==> src/rtl/alu_share_arbiter_pkg.sv <==
// Shared encodings for the shared-ALU arbiter: ALU op codes and FSM states.
package alu_share_arbiter_pkg;

  typedef enum logic [1:0] {
    OP_AND = 2'b00,
    OP_OR  = 2'b01,
    OP_ADD = 2'b10,
    OP_SUB = 2'b11
  } op_e;

  typedef enum logic [1:0] {
    ST_IDLE = 2'b00,
    ST_EXEC = 2'b01,
    ST_RESP = 2'b10
  } state_e;

  localparam int ID_W = 3;

  function automatic logic op_is_arith(input op_e op);
    return (op == OP_ADD) || (op == OP_SUB);
  endfunction

endpackage

==> src/rtl/alu_share_arbiter_alu32_core.sv <==
// Combinational W-bit AND/OR/ADD/SUB unit. SUB is A + ~B + 1, so cout=1
// means no borrow; cout is forced to 0 for the logic ops.
module alu32_core
  import alu_share_arbiter_pkg::*;
#(
  parameter int W = 32
) (
  input  logic [W-1:0] a_i,
  input  logic [W-1:0] b_i,
  input  op_e          op_i,
  output logic [W-1:0] result_o,
  output logic         cout_o
);

  logic         sub;
  logic [W-1:0] b_eff;
  logic [W-1:0] sum_v;
  logic         carry_out;

  assign sub   = (op_i == OP_SUB);
  assign b_eff = b_i ^ {W{sub}};

  // Ripple chain of full-adder cells; the SUB carry-in supplies the +1.
  always_comb begin
    logic carry;
    carry = sub;
    sum_v = '0;
    for (int i = 0; i < W; i++) begin
      sum_v[i] = a_i[i] ^ b_eff[i] ^ carry;
      carry    = (a_i[i] & b_eff[i]) | (carry & (a_i[i] ^ b_eff[i]));
    end
    carry_out = carry;
  end

  // Result mux over the four operations.
  always_comb begin
    result_o = '0;
    case (op_i)
      OP_AND:  result_o = a_i & b_i;
      OP_OR:   result_o = a_i | b_i;
      default: result_o = sum_v;
    endcase
    cout_o = op_is_arith(op_i) ? carry_out : 1'b0;
  end

endmodule

==> src/rtl/alu_share_arbiter.sv <==
// Round-robin arbiter sharing one ALU between NREQ requesters.
// Optional macro ALU_ARB_FAST_EN: drops the EXEC state and computes the
// result straight from the granted requester's inputs on the grant edge.
//
// state | meaning
// IDLE  | searching for a valid requester, req_ready driven here only
// EXEC  | operands registered, result being computed and registered
// RESP  | result held on the response port until rsp_ready
module alu_share_arbiter
  import alu_share_arbiter_pkg::*;
#(
  parameter int NREQ = 4,
  parameter int W    = 32
) (
  input  logic              clk,
  input  logic              rst_n,
  input  logic [NREQ-1:0]   req_valid,
  output logic [NREQ-1:0]   req_ready,
  input  logic [2*NREQ-1:0] req_op,
  input  logic [W*NREQ-1:0] req_a,
  input  logic [W*NREQ-1:0] req_b,
  output logic              rsp_valid,
  input  logic              rsp_ready,
  output logic [ID_W-1:0]   rsp_id,
  output logic [W-1:0]      rsp_data,
  output logic              rsp_cout
);

  state_e          state_q, state_d;
  logic [ID_W-1:0] ptr_q, ptr_d;
  logic [ID_W-1:0] id_q;
  logic [W-1:0]    data_q;
  logic            cout_q;

  logic            gnt_found;
  logic [ID_W-1:0] gnt_idx;
  logic [7:0]      vld_ext;
  logic [7:0]      rdy_ext;

  op_e             alu_op;
  logic [W-1:0]    alu_a, alu_b, alu_res;
  logic            alu_cout;

  // Grant search: first valid index upward from ptr+1, wrapping modulo NREQ.
  always_comb begin
    vld_ext             = '0;
    vld_ext[NREQ-1:0]   = req_valid;
    gnt_found           = 1'b0;
    gnt_idx             = '0;
    for (int k = 1; k <= NREQ; k++) begin
      logic [ID_W-1:0] cand;
      cand = ID_W'((int'(ptr_q) + k) % NREQ);
      if (!gnt_found && vld_ext[cand]) begin
        gnt_found = 1'b1;
        gnt_idx   = cand;
      end
    end
  end

  // Ready is only ever offered in IDLE, to the single granted requester.
  always_comb begin
    rdy_ext = '0;
    if (state_q == ST_IDLE && gnt_found) rdy_ext[gnt_idx] = 1'b1;
    req_ready = rdy_ext[NREQ-1:0];
  end

`ifdef ALU_ARB_FAST_EN
  // ALU fed straight from the requester being granted this cycle.
  always_comb begin
    alu_op = op_e'(req_op[2*gnt_idx +: 2]);
    alu_a  = req_a[W*gnt_idx +: W];
    alu_b  = req_b[W*gnt_idx +: W];
  end
`else
  op_e          op_q;
  logic [W-1:0] a_q, b_q;

  // Operand capture on the grant edge.
  always_ff @(posedge clk or negedge rst_n) begin
    if (!rst_n) begin
      op_q <= OP_AND;
      a_q  <= '0;
      b_q  <= '0;
    end else if (state_q == ST_IDLE && gnt_found) begin
      op_q <= op_e'(req_op[2*gnt_idx +: 2]);
      a_q  <= req_a[W*gnt_idx +: W];
      b_q  <= req_b[W*gnt_idx +: W];
    end
  end

  // ALU fed from the registered operands.
  always_comb begin
    alu_op = op_q;
    alu_a  = a_q;
    alu_b  = b_q;
  end
`endif

  alu32_core #(.W(W)) u_alu (
    .a_i      (alu_a),
    .b_i      (alu_b),
    .op_i     (alu_op),
    .result_o (alu_res),
    .cout_o   (alu_cout)
  );

  // State and round-robin pointer registers.
  always_ff @(posedge clk or negedge rst_n) begin
    if (!rst_n) begin
      state_q <= ST_IDLE;
      ptr_q   <= ID_W'(NREQ - 1);
    end else begin
      state_q <= state_d;
      ptr_q   <= ptr_d;
    end
  end

  // Next-state logic; the pointer only moves on a completed response.
  always_comb begin
    state_d = state_q;
    ptr_d   = ptr_q;
    case (state_q)
      ST_IDLE: begin
`ifdef ALU_ARB_FAST_EN
        if (gnt_found) state_d = ST_RESP;
`else
        if (gnt_found) state_d = ST_EXEC;
`endif
      end
      ST_EXEC: state_d = ST_RESP;
      ST_RESP: begin
        if (rsp_ready) begin
          state_d = ST_IDLE;
          ptr_d   = id_q;
        end
      end
      default: state_d = ST_IDLE;
    endcase
  end

  // Response registers: id on grant, result on grant (fast) or in EXEC.
  always_ff @(posedge clk or negedge rst_n) begin
    if (!rst_n) begin
      id_q   <= '0;
      data_q <= '0;
      cout_q <= 1'b0;
    end else begin
      if (state_q == ST_IDLE && gnt_found) id_q <= gnt_idx;
`ifdef ALU_ARB_FAST_EN
      if (state_q == ST_IDLE && gnt_found) begin
`else
      if (state_q == ST_EXEC) begin
`endif
        data_q <= alu_res;
        cout_q <= alu_cout;
      end
    end
  end

  assign rsp_valid = (state_q == ST_RESP);
  assign rsp_id    = id_q;
  assign rsp_data  = data_q;
  assign rsp_cout  = cout_q;

endmodule

==> config.mk <==
export PLATFORM = sky130hd
export DESIGN_NAME = alu_share_arbiter
export DESIGN_NICKNAME = d
export VERILOG_FILES = /design/src/rtl/alu_share_arbiter_pkg.sv /design/src/rtl/alu_share_arbiter_alu32_core.sv /design/src/rtl/alu_share_arbiter.sv
export SDC_FILE = /design/constraint.sdc
export NUM_CORES = 1
export LEC_CHECK = 0
export CAP_MARGIN = 20
export CORE_MARGIN = 2
export CORE_UTILIZATION = 48
export DETAILED_ROUTE_END_ITERATION = 12
export GPL_ROUTABILITY_DRIVEN = 1
export HOLD_SLACK_MARGIN = 0.15
export PLACE_DENSITY = 0.95
export SLEW_MARGIN = 20
export SYNTH_ARGS = -nofsm -noshare
export SYNTH_HDL_FRONTEND = slang
export SYNTH_SLANG_ARGS = --single-unit
==> constraint.sdc <==
create_clock -name clk -period 23 [get_ports clk]
set_input_delay 2.3 -clock clk [delete_from_list [all_inputs] [get_ports clk]]
set_output_delay 2.3 -clock clk [all_outputs]
set_load 0.01 [all_outputs]
-- Yosys cells after proc, flatten, opt, wreduce, memory -nomap -nowiden
Cells that the tools add are included.
- $add $sub $neg: 4
- magnitude comparators: 6
- equality and inequality tests: 7
- shifts and indexed selects: 3
- mux-type cells: 24
- bitwise gates (word level): 167
- reduce and logical (&&, ||, !) cells: 17
- operators by type and width (kind ; number):
    $shiftx 128x9->32 ; 2
    $and 1x1->1 ; 64
    $pmux 32 s2 ; 1
    $xor 1x1->1 ; 64
    $and 32x32->32 ; 1
    $or 1x1->1 ; 32
    $or 32x32->32 ; 1
    $xor 32x32->32 ; 1
    $lt 3x4->1 const B ; 5
    $bmux 1 s3 ; 4
    $mux 3 ; 4
    $mux 1 ; 10
    $reduce_or 2->1 ; 4
    $shiftx 8x5->2 ; 1
    $eq 2x2->1 const B ; 3
    $pmux 2 s3 ; 1
    $logic_and 1x1->1 ; 5
    $add 2x1->2 const B ; 2
    $add 2x2->2 const B ; 2
    $and 1x1->1 const A ; 4
    $eq 2x1->1 const B ; 2
    $logic_not 2->1 ; 2
    $mux 2 ; 2
    $mux 4 ; 1
    other kinds (7) ; 10
- register bits: 106
- input port bits: 271
- output and inout bits: 41
- logic and storage cells: 236

-- Depth between registers and ports, before layout
Gate-level depths: netlist of run 1.
- depth after elaboration: 68
- mapped depth: 45

-- Cells and area by module
Synthesis of run 1 repeated with hierarchy kept, for this count alone.
- cells, all modules: 785
- area, all modules: 8187.9 µm²
- by module, submodules not included (module ; times used ; cells an instance ; area an instance (µm²) ; seq. area each (µm²)):
    alu_share_arbiter ; 1 ; 566 ; 6388.6 ; 2630.0
    alu32_core ; 1 ; 219 ; 1799.2 ; 0.0

-- Worst setup path after synthesis of run 1
Ideal clock, no wire load.
- path type: register to register
- from: reg op_q[1], in the netlist alu_op[1]
- to: reg data_q[31], in the netlist rsp_data[31]
- setup time: 0.135 ns
- data arrival time: 12.921 ns
- slack: 9.944 ns
- cell stages (with the launch flop): 46
- clock period less this slack: 13.056 ns
- path through: dfrtp_1 -> buf_1 -> nand2_1 -> buf_2 -> nor2_1 -> a21oi_1 -> fa_1 -> fa_1 -> fa_1 -> fa_1 -> fa_1 -> fa_1 -> fa_1 -> fa_1 -> fa_1 -> fa_1 -> fa_1 -> fa_1 -> [10 not listed] -> fa_1 -> fa_1 -> fa_1 -> inv_1 -> fa_1 -> fa_1 -> inv_1 -> fa_1 -> inv_1 -> fa_1 -> fa_1 -> fa_1 -> inv_1 -> fa_1 -> fa_1 -> inv_1 -> a21oi_1 -> o21ai_0
- word-level cells in the longest chain between the ends: 67
- RTL lines (what ; line ; source):
    start, declared ; alu_share_arbiter.sv:75 ; op_e op_q;
    start signal, assigned ; alu_share_arbiter.sv:85 ; op_q <= op_e'(req_op[2*gnt_idx +: 2]);
    $eq 2x2->1 ; alu_share_arbiter_alu32_core.sv:20 ; assign sub = (op_i == OP_SUB);
    $xor 32x32->32 ; alu_share_arbiter_alu32_core.sv:21 ; assign b_eff = b_i ^ {W{sub}};
    $xor 1x1->1 ; alu_share_arbiter_alu32_core.sv:30 ; carry = (a_i[i] & b_eff[i]) | (carry & (a_i[i] ^ b_eff[i]));
    $and 1x1->1 ; alu_share_arbiter_alu32_core.sv:30 ;
    $or 1x1->1 ; alu_share_arbiter_alu32_core.sv:30 ;
    $and 1x1->1 ; alu_share_arbiter_alu32_core.sv:30 ;
    $or 1x1->1 ; alu_share_arbiter_alu32_core.sv:30 ;
    $and 1x1->1 ; alu_share_arbiter_alu32_core.sv:30 ;
    [51 not listed] ; -- ;
    $and 1x1->1 ; alu_share_arbiter_alu32_core.sv:30 ;
    $or 1x1->1 ; alu_share_arbiter_alu32_core.sv:30 ;
    $and 1x1->1 ; alu_share_arbiter_alu32_core.sv:30 ;
    $or 1x1->1 ; alu_share_arbiter_alu32_core.sv:30 ;
    $and 1x1->1 ; alu_share_arbiter_alu32_core.sv:30 ;
    $or 1x1->1 ; alu_share_arbiter_alu32_core.sv:30 ;
    $xor 1x1->1 ; alu_share_arbiter_alu32_core.sv:29 ; sum_v[i] = a_i[i] ^ b_eff[i] ^ carry;
    $pmux 32 s2 (*) ; alu_share_arbiter_alu32_core.sv:38 ; case (op_i)
    end signal, assigned ; alu_share_arbiter.sv:154 ; data_q <= alu_res;
    end, declared ; alu_share_arbiter.sv:32 ; logic [W-1:0] data_q;
Every way passes the cells marked *; elsewhere a longest branch is shown, timed or not.
A chain may end at the register's enable or synchronous reset.

-- Worst setup path in the final report of run 1
- from: reg op_q[0], in the netlist alu_op[0]
- to: reg data_q[31], in the netlist rsp_data[31]
The elaborated chain is that of the path after synthesis.

==> results of run 1 <==
## cells by family after synthesis
logic type                 count (synthesis)  share of synthesized area
other                                      1                   0.000498
xor gates and xnor gates                  31                     0.0360
and+or+nand+nor                          185                      0.101
muxes                                    136                      0.181
DFF                                      105                      0.349
adders and majority gates                 33                     0.0857
buffers and inverters                    123                     0.0985
AOI/OAI and AO/OA                        170                      0.148
## metal layers
metal	track usage	up-vias	part of all wire
li1	-	3269	-
met1	0.286	3299	0.36
met2	0.487	310	0.54
met3	0.0586	48	0.076
met4	0.116	0	0.032
met5	0	-	0
## stage by stage
stage	area (um^2)	setup WS, ns
after floorplan	7530	9.94
after global placement	10500	8.96
after detailed placement	10500	8.64
after CTS	10800	8.60
after global routing	10800	8.28
final	10800	8.98
## power by group
group / switching [mW] / internal [mW] / leakage [nW]
clock: 0.0673 / 0.0906 / 0.143
combinational: 0.456 / 0.386 / 3.36
sequential: 0.0957 / 0.278 / 1.30
## synth_stat cells
cell type    n  area (um^2)
a211o_1      1         8.76
a21oi_1     67          335
a31oi_1      1         6.26
and3_1       1         6.26
buf_1        2         7.51
buf_12      13          260
buf_2        6         30.0
buf_4        1         7.51
buf_6        7         78.8
clkbuf_1    34          128
clkinv_4     1         8.76
conb_1       1         3.75
dfrtp_1    103         2580
dfstp_2      2         52.6
fa_1        31          621
ha_1         2         25.0
inv_1       59          221
mux2_2       2         22.5
mux2i_1    134         1340
nand2_1    106          398
nand2_2      1         6.26
nand2b_1     6         37.5
nor2_1      37          139
nor2b_1      2         12.5
nor3_1      31          155
o21ai_0     34          170
o221ai_1    66          578
o221ai_2     1         15.0
or2b_1       1         7.51
xnor2_1      7         61.3
xor2_1      24          210
## worst min-delay path: cells and delay by family (launching register included)
family	cells	cell delay, ns
and+or+nand+nor	1	0.04
AOI/OAI and AO/OA	1	0.06
DFF	1	0.34
## state kept, by name (all words and copies together) (netlist names)
name / flops
rsp_data: 32
a_q: 32
alu_b: 32
alu_op: 2
rsp_cout: 1
ptr_q: 2
rsp_id: 2
state_q: 2
## final timing paths
path                              startpoint           end  slack, ns  cells after the start
worst max-delay path               alu_op[0]  rsp_data[31]       8.98                     43
worst min-delay path            rsp_data[23]  rsp_data[23]       0.48                      2
worst max register to register     alu_op[0]  rsp_data[31]       8.98                     43
worst min register to register  rsp_data[23]  rsp_data[23]       0.48                      2
max in group asynchronous              rst_n     alu_op[0]      19.81                      2
min in group asynchronous              rst_n   rsp_data[4]       1.98                      1
## area by class of cell
type,count,area share
clock buffer,14,0.0245
clock inverter,2,0.00348
inverter,60,0.0213
multi-input combinational,556,0.388
sequential,105,0.244
tap,211,0.0245
timing repair buffer,319,0.294
==> flow_summary.yaml, run 1 <==
status:
  status: "complete, no violations"
global_route:
  grt_pass1_vias: 7008
  grt_overflow: 0
  grt_max_degree: 69
  grt_pass1_wl_um: 34400
  antenna_found_initial: 0
  track_usage: 0.263
power_and_ir_drop:
  peakVddDrop_uv: 71.3
  cellLeakagePower_nw: 4.81
  power_mw: 1.37
  p_per_area_nw_per_um2: 127
clock_network:
  cts_tree: "built"
  clk-insertion-delay-late_ns: 0.35
  cts_root_buf: "clkbuf_16"
  path_clk_slew_ns: 0.07
  cts.repair.resized: 0
  postCtsHoldBufs: 0
  postCtsSetupRepairBufs: 0
  cts_sinks: 105
  htreeDepth: 3
  cts_buffer_depth: 2
  cts_buffers: 9
timing:
  max_clock_freq_mhz: 71.3
  finalHoldViolations: 0
  fin_setup_tns_ns: 0
  finalSetupViolCount: 0
  relSlewSlack: 0.399
  whs_ns: 0.480
  finalCritPeriodShare: 0.610
  slew_violations: 0
  rsz0062_at_grt: "false"
  fin_worst_skew_ns: 0.00951
  worst-slew-pin-transition_ns: 0.901
  final.min_clock_period_ns: 14.02
logic_synthesis:
  synth.avg_cell_area_um2: 9.61
  ys.warnings.count: 0
  synth_cell_type_count: 31
  seq_area_frac_synth: 0.349
  netlist_instances: 784
  synth_fp_nets: 1088
  synth_seq_cells: 105
  syn-cell-area_um2: 7530
placement:
  dp.cells: 1251
  dp_hpwl_um: 16200
  portBuffers: 310
  routabilityCongestion: 0.798
cells_and_area:
  synthToLayoutAreaGrowth_pct: 43.2
  multi_input_area_um2: 4190
  final_common_cell: "clkdlybuf4s50_1"
  final_nets: 1355
  seqCellArea_um2: 2640
  antenna_cells: 0
  drive_gt1_frac: 0.0341
  num-fill-cells: 1121
  final_util: 0.707
  final_cell_mix: "clkdlybuf4s50_1 (309), mux2i_1 (134), nand2_1 (105), dfrtp_1 (101), a21oi_1 (67)"
  instances_no_fill: 1267
drt:
  first_iter_violations: 394
  antenna_left: 0
  vias: 6926
  wl_um: 22000
  viasPerCell: 5.47
  wl_per_cell_um: 17.4
  first_pass_iters: 6
  drc: 0
run:
  maxCapViolations: 0
hold_path:
  hold_path_class: "reg2reg"
floorplan:
  core-area_um2: 15300
  start_util: 0.494
  die_w_um: 129
  dieArea_um2: 16700
  num_io_pins: 312
  core.rowCount: 45
  fp.dieH_um: 129
critical_path:
  max_stage_delay_ns: 0.75
  crit_top_cell: "fa_1"
  criticalPathCategory: "reg2reg"
  critPathLaunchType: "flip-flop"
  slowest_stage: "dfrtp_4"
  crit_buf_inv: 8
  cp.arrival_ns: 14.21
  path_max_fanout: 65
  worstSetupEndpointType: "flip-flop"
  worst_ep_required_time_ns: 23.20
  critical-path-top-delay-family: "adder cells"
(Power assumes the default switching activity.)
==> inputs of run 2 (changes only) <==
--- a/config.mk
+++ b/config.mk
@@ -7,11 +7,11 @@
 export LEC_CHECK = 0
 export CAP_MARGIN = 20
 export CORE_MARGIN = 2
-export CORE_UTILIZATION = 48
+export CORE_UTILIZATION = 40
 export DETAILED_ROUTE_END_ITERATION = 12
 export GPL_ROUTABILITY_DRIVEN = 1
 export HOLD_SLACK_MARGIN = 0.15
-export PLACE_DENSITY = 0.95
+export PLACE_DENSITY = 0.87
 export SLEW_MARGIN = 20
 export SYNTH_ARGS = -nofsm -noshare
 export SYNTH_HDL_FRONTEND = slang
==> constraint.sdc (replaced) <==
create_clock -name clk -period 11.3 [get_ports clk]
set_input_delay 1.13 -clock clk [delete_from_list [all_inputs] [get_ports clk]]
set_output_delay 1.13 -clock clk [all_outputs]
set_load 0.01 [all_outputs]
==> flow_summary.yaml, run 2 (same netlist as run 1, synthesis figures left out) <==
cells_and_area:
  synthToLayoutAreaGrowth_pct: 45.4
  drive_gt1_frac: 0.0742
  final_nets: 1363
  antenna_cells: 0
  instances_no_fill: 1298
  final_cell_mix: "clkdlybuf4s50_1 (309), mux2i_1 (134), nand2_1 (105), dfrtp_1 (101)"
  final_common_cell: "clkdlybuf4s50_1"
hold_path:
  worstHoldStart: "rsp_data[7]"
  whs_path_depth: 2
  min_to: "rsp_data[7]"
  hold_path_class: "reg2reg"
clock_network:
  cts_buffer_depth: 2
  cts_sinks: 105
  clk-insertion-delay-late_ns: 0.35
  cts_buffers: 9
  cts_tree: "built"
  cts.repair.resized: 0
  cts_root_buf: "clkbuf_16"
  htreeDepth: 3
  path_clk_slew_ns: 0.07
placement:
  place_worst_setup_slack_ns: -0.559
  routabilityCongestion: 0.769
  dp_hpwl_um: 15900
  portBuffers: 310
  dp.cells: 1281
drt:
  first_pass_iters: 8
  antenna_left: 0
  vias: 6811
  drc: 0
  first_iter_violations: 319
  wl_per_cell_um: 16.3
  viasPerCell: 5.25
  wl_um: 21200
critical_path:
  r2r-start: "alu_op[0]"
  cp.arrival_ns: 12.00
  criticalPathCategory: "reg2reg"
  slowest_stage: "fa_1"
  crit_buf_inv: 7
  critPathLaunchType: "flip-flop"
  path_max_fanout: 3
  worstSetupEndpointType: "flip-flop"
  r2r_end: "rsp_data[31]"
  critical-path-top-delay-family: "adder cells"
  worst_ep_required_time_ns: 11.50
  max_stage_delay_ns: 0.48
  rrSetupSlack_ns: -0.50
  crit_top_cell: "fa_2"
  reg2reg_depth: 42
floorplan:
  core.rowCount: 50
  fp.dieH_um: 141
  num_io_pins: 312
  dieArea_um2: 19900
  core-area_um2: 18600
  die_w_um: 141
  start_util: 0.405
power_and_ir_drop:
  comb_power_share: 0.634
  switchingPower_mw: 1.27
  cellLeakagePower_nw: 4.83
  p_seq_frac: 0.257
  peakVddDrop_uv: 148
  switching_share: 0.449
  p_int_mw: 1.56
  p_per_area_nw_per_um2: 259
  power_mw: 2.83
  pwr-share-clk: 0.109
global_route:
  grt_overflow: 0
  antenna_found_initial: 0
  grt_max_degree: 69
  grt_pass1_vias: 6786
  track_usage: 0.211
  grt_pass1_wl_um: 33700
timing:
  slew_violations: 0
  finalHoldViolations: 0
  fin_worst_skew_ns: 0.0116
  rsz0062_at_grt: "true"
  finalSetupViolCount: 3
  worst-slew-pin-transition_ns: 0.967
  fin_ws_ns: -0.503
  finalCritPeriodShare: 1.04
  relSlewSlack: 0.355
  final.min_clock_period_ns: 11.80
  max_clock_freq_mhz: 84.7
status:
  violations: "negative setup slack"
  status: "finished with violations"
run:
  maxCapViolations: 0
## run 2: how the worst max path moves through the flow
stage                   start            to  slack [ns]  depth (start not counted)
CTS                 alu_op[0]  rsp_data[31]       -0.62                         42
floorplan           alu_op[1]  rsp_data[31]       -0.33                         44
detailed placement  alu_op[1]  rsp_data[31]       -0.56                         42
global placement    alu_op[0]  rsp_data[31]       -0.42                         42
finish              alu_op[0]  rsp_data[31]       -0.50                         42
global route        alu_op[0]  rsp_data[31]       -1.02                         42
## run 2: power groups by stage
stage | registers [mW] | logic (mW) | clock network [mW]
finish | 0.728 | 1.80 | 0.309
global route | 0.752 | 2.04 | 0.332
CTS | 0.728 | 1.82 | 0.317
detailed placement | 0.734 | 1.81 | 0
global placement | 0.720 | 1.71 | 0
floorplan | 0.718 | 1.36 | 0
## run 2: area by class of cell
cell class | instances | area [um^2]
Tap cell | 234 | 293
Inverter | 60 | 230
Fill cell | 1580 | 7630
Clock buffer | 11 | 253
Sequential cell | 105 | 2630
Multi-Input combinational cell | 556 | 4280
Timing Repair Buffer | 327 | 3230
Clock inverter | 5 | 37.5
## run 2: metrics by stage
step / hold slack [ns] / instance area (um^2) / setup TNS, ns / utilization
after floorplan: 0.479 / 7660 / -0.529 / -
after global placement: 0.459 / 10600 / -0.758 / 0.573
after detailed placement: 0.469 / 10600 / -1.22 / 0.573
after CTS: 0.484 / 10900 / -1.40 / 0.589
after global routing: 0.508 / 11000 / -3.08 / 0.589
final: 0.476 / 11000 / -1.06 / 0.589
## run 2: what timing repair did
action | CTS | global route
buffers inserted | 0 | 1
setup endpoints to repair | 3 | 5
endpoints found under the hold margin | 0 | 0
hold buffers | 0 | 0
## run 2: worst reg2reg max path: cells and delay by family, from the launching register on
kind | cells | cell delay [ns]
AO/OA/AOI/OAI | 2 | 0.20
XOR/XNOR | 1 | 0.16
adder cells (fa/ha/maj) | 31 | 10.44
buffers and inverters | 7 | 0.42
flip-flops | 1 | 0.42
AND/OR/NAND/NOR | 1 | 0.07
## run 2: layer usage
metal  track usage  wire length (um)  share of wire  vias to the layer above
li1              -                 -              -                     3283
met1         0.249              8380           0.40                     3271
met2         0.386             11100           0.52                      229
met3        0.0442              1330          0.063                       28
met4        0.0653               384          0.018                        0
met5             0                 0              0                        -
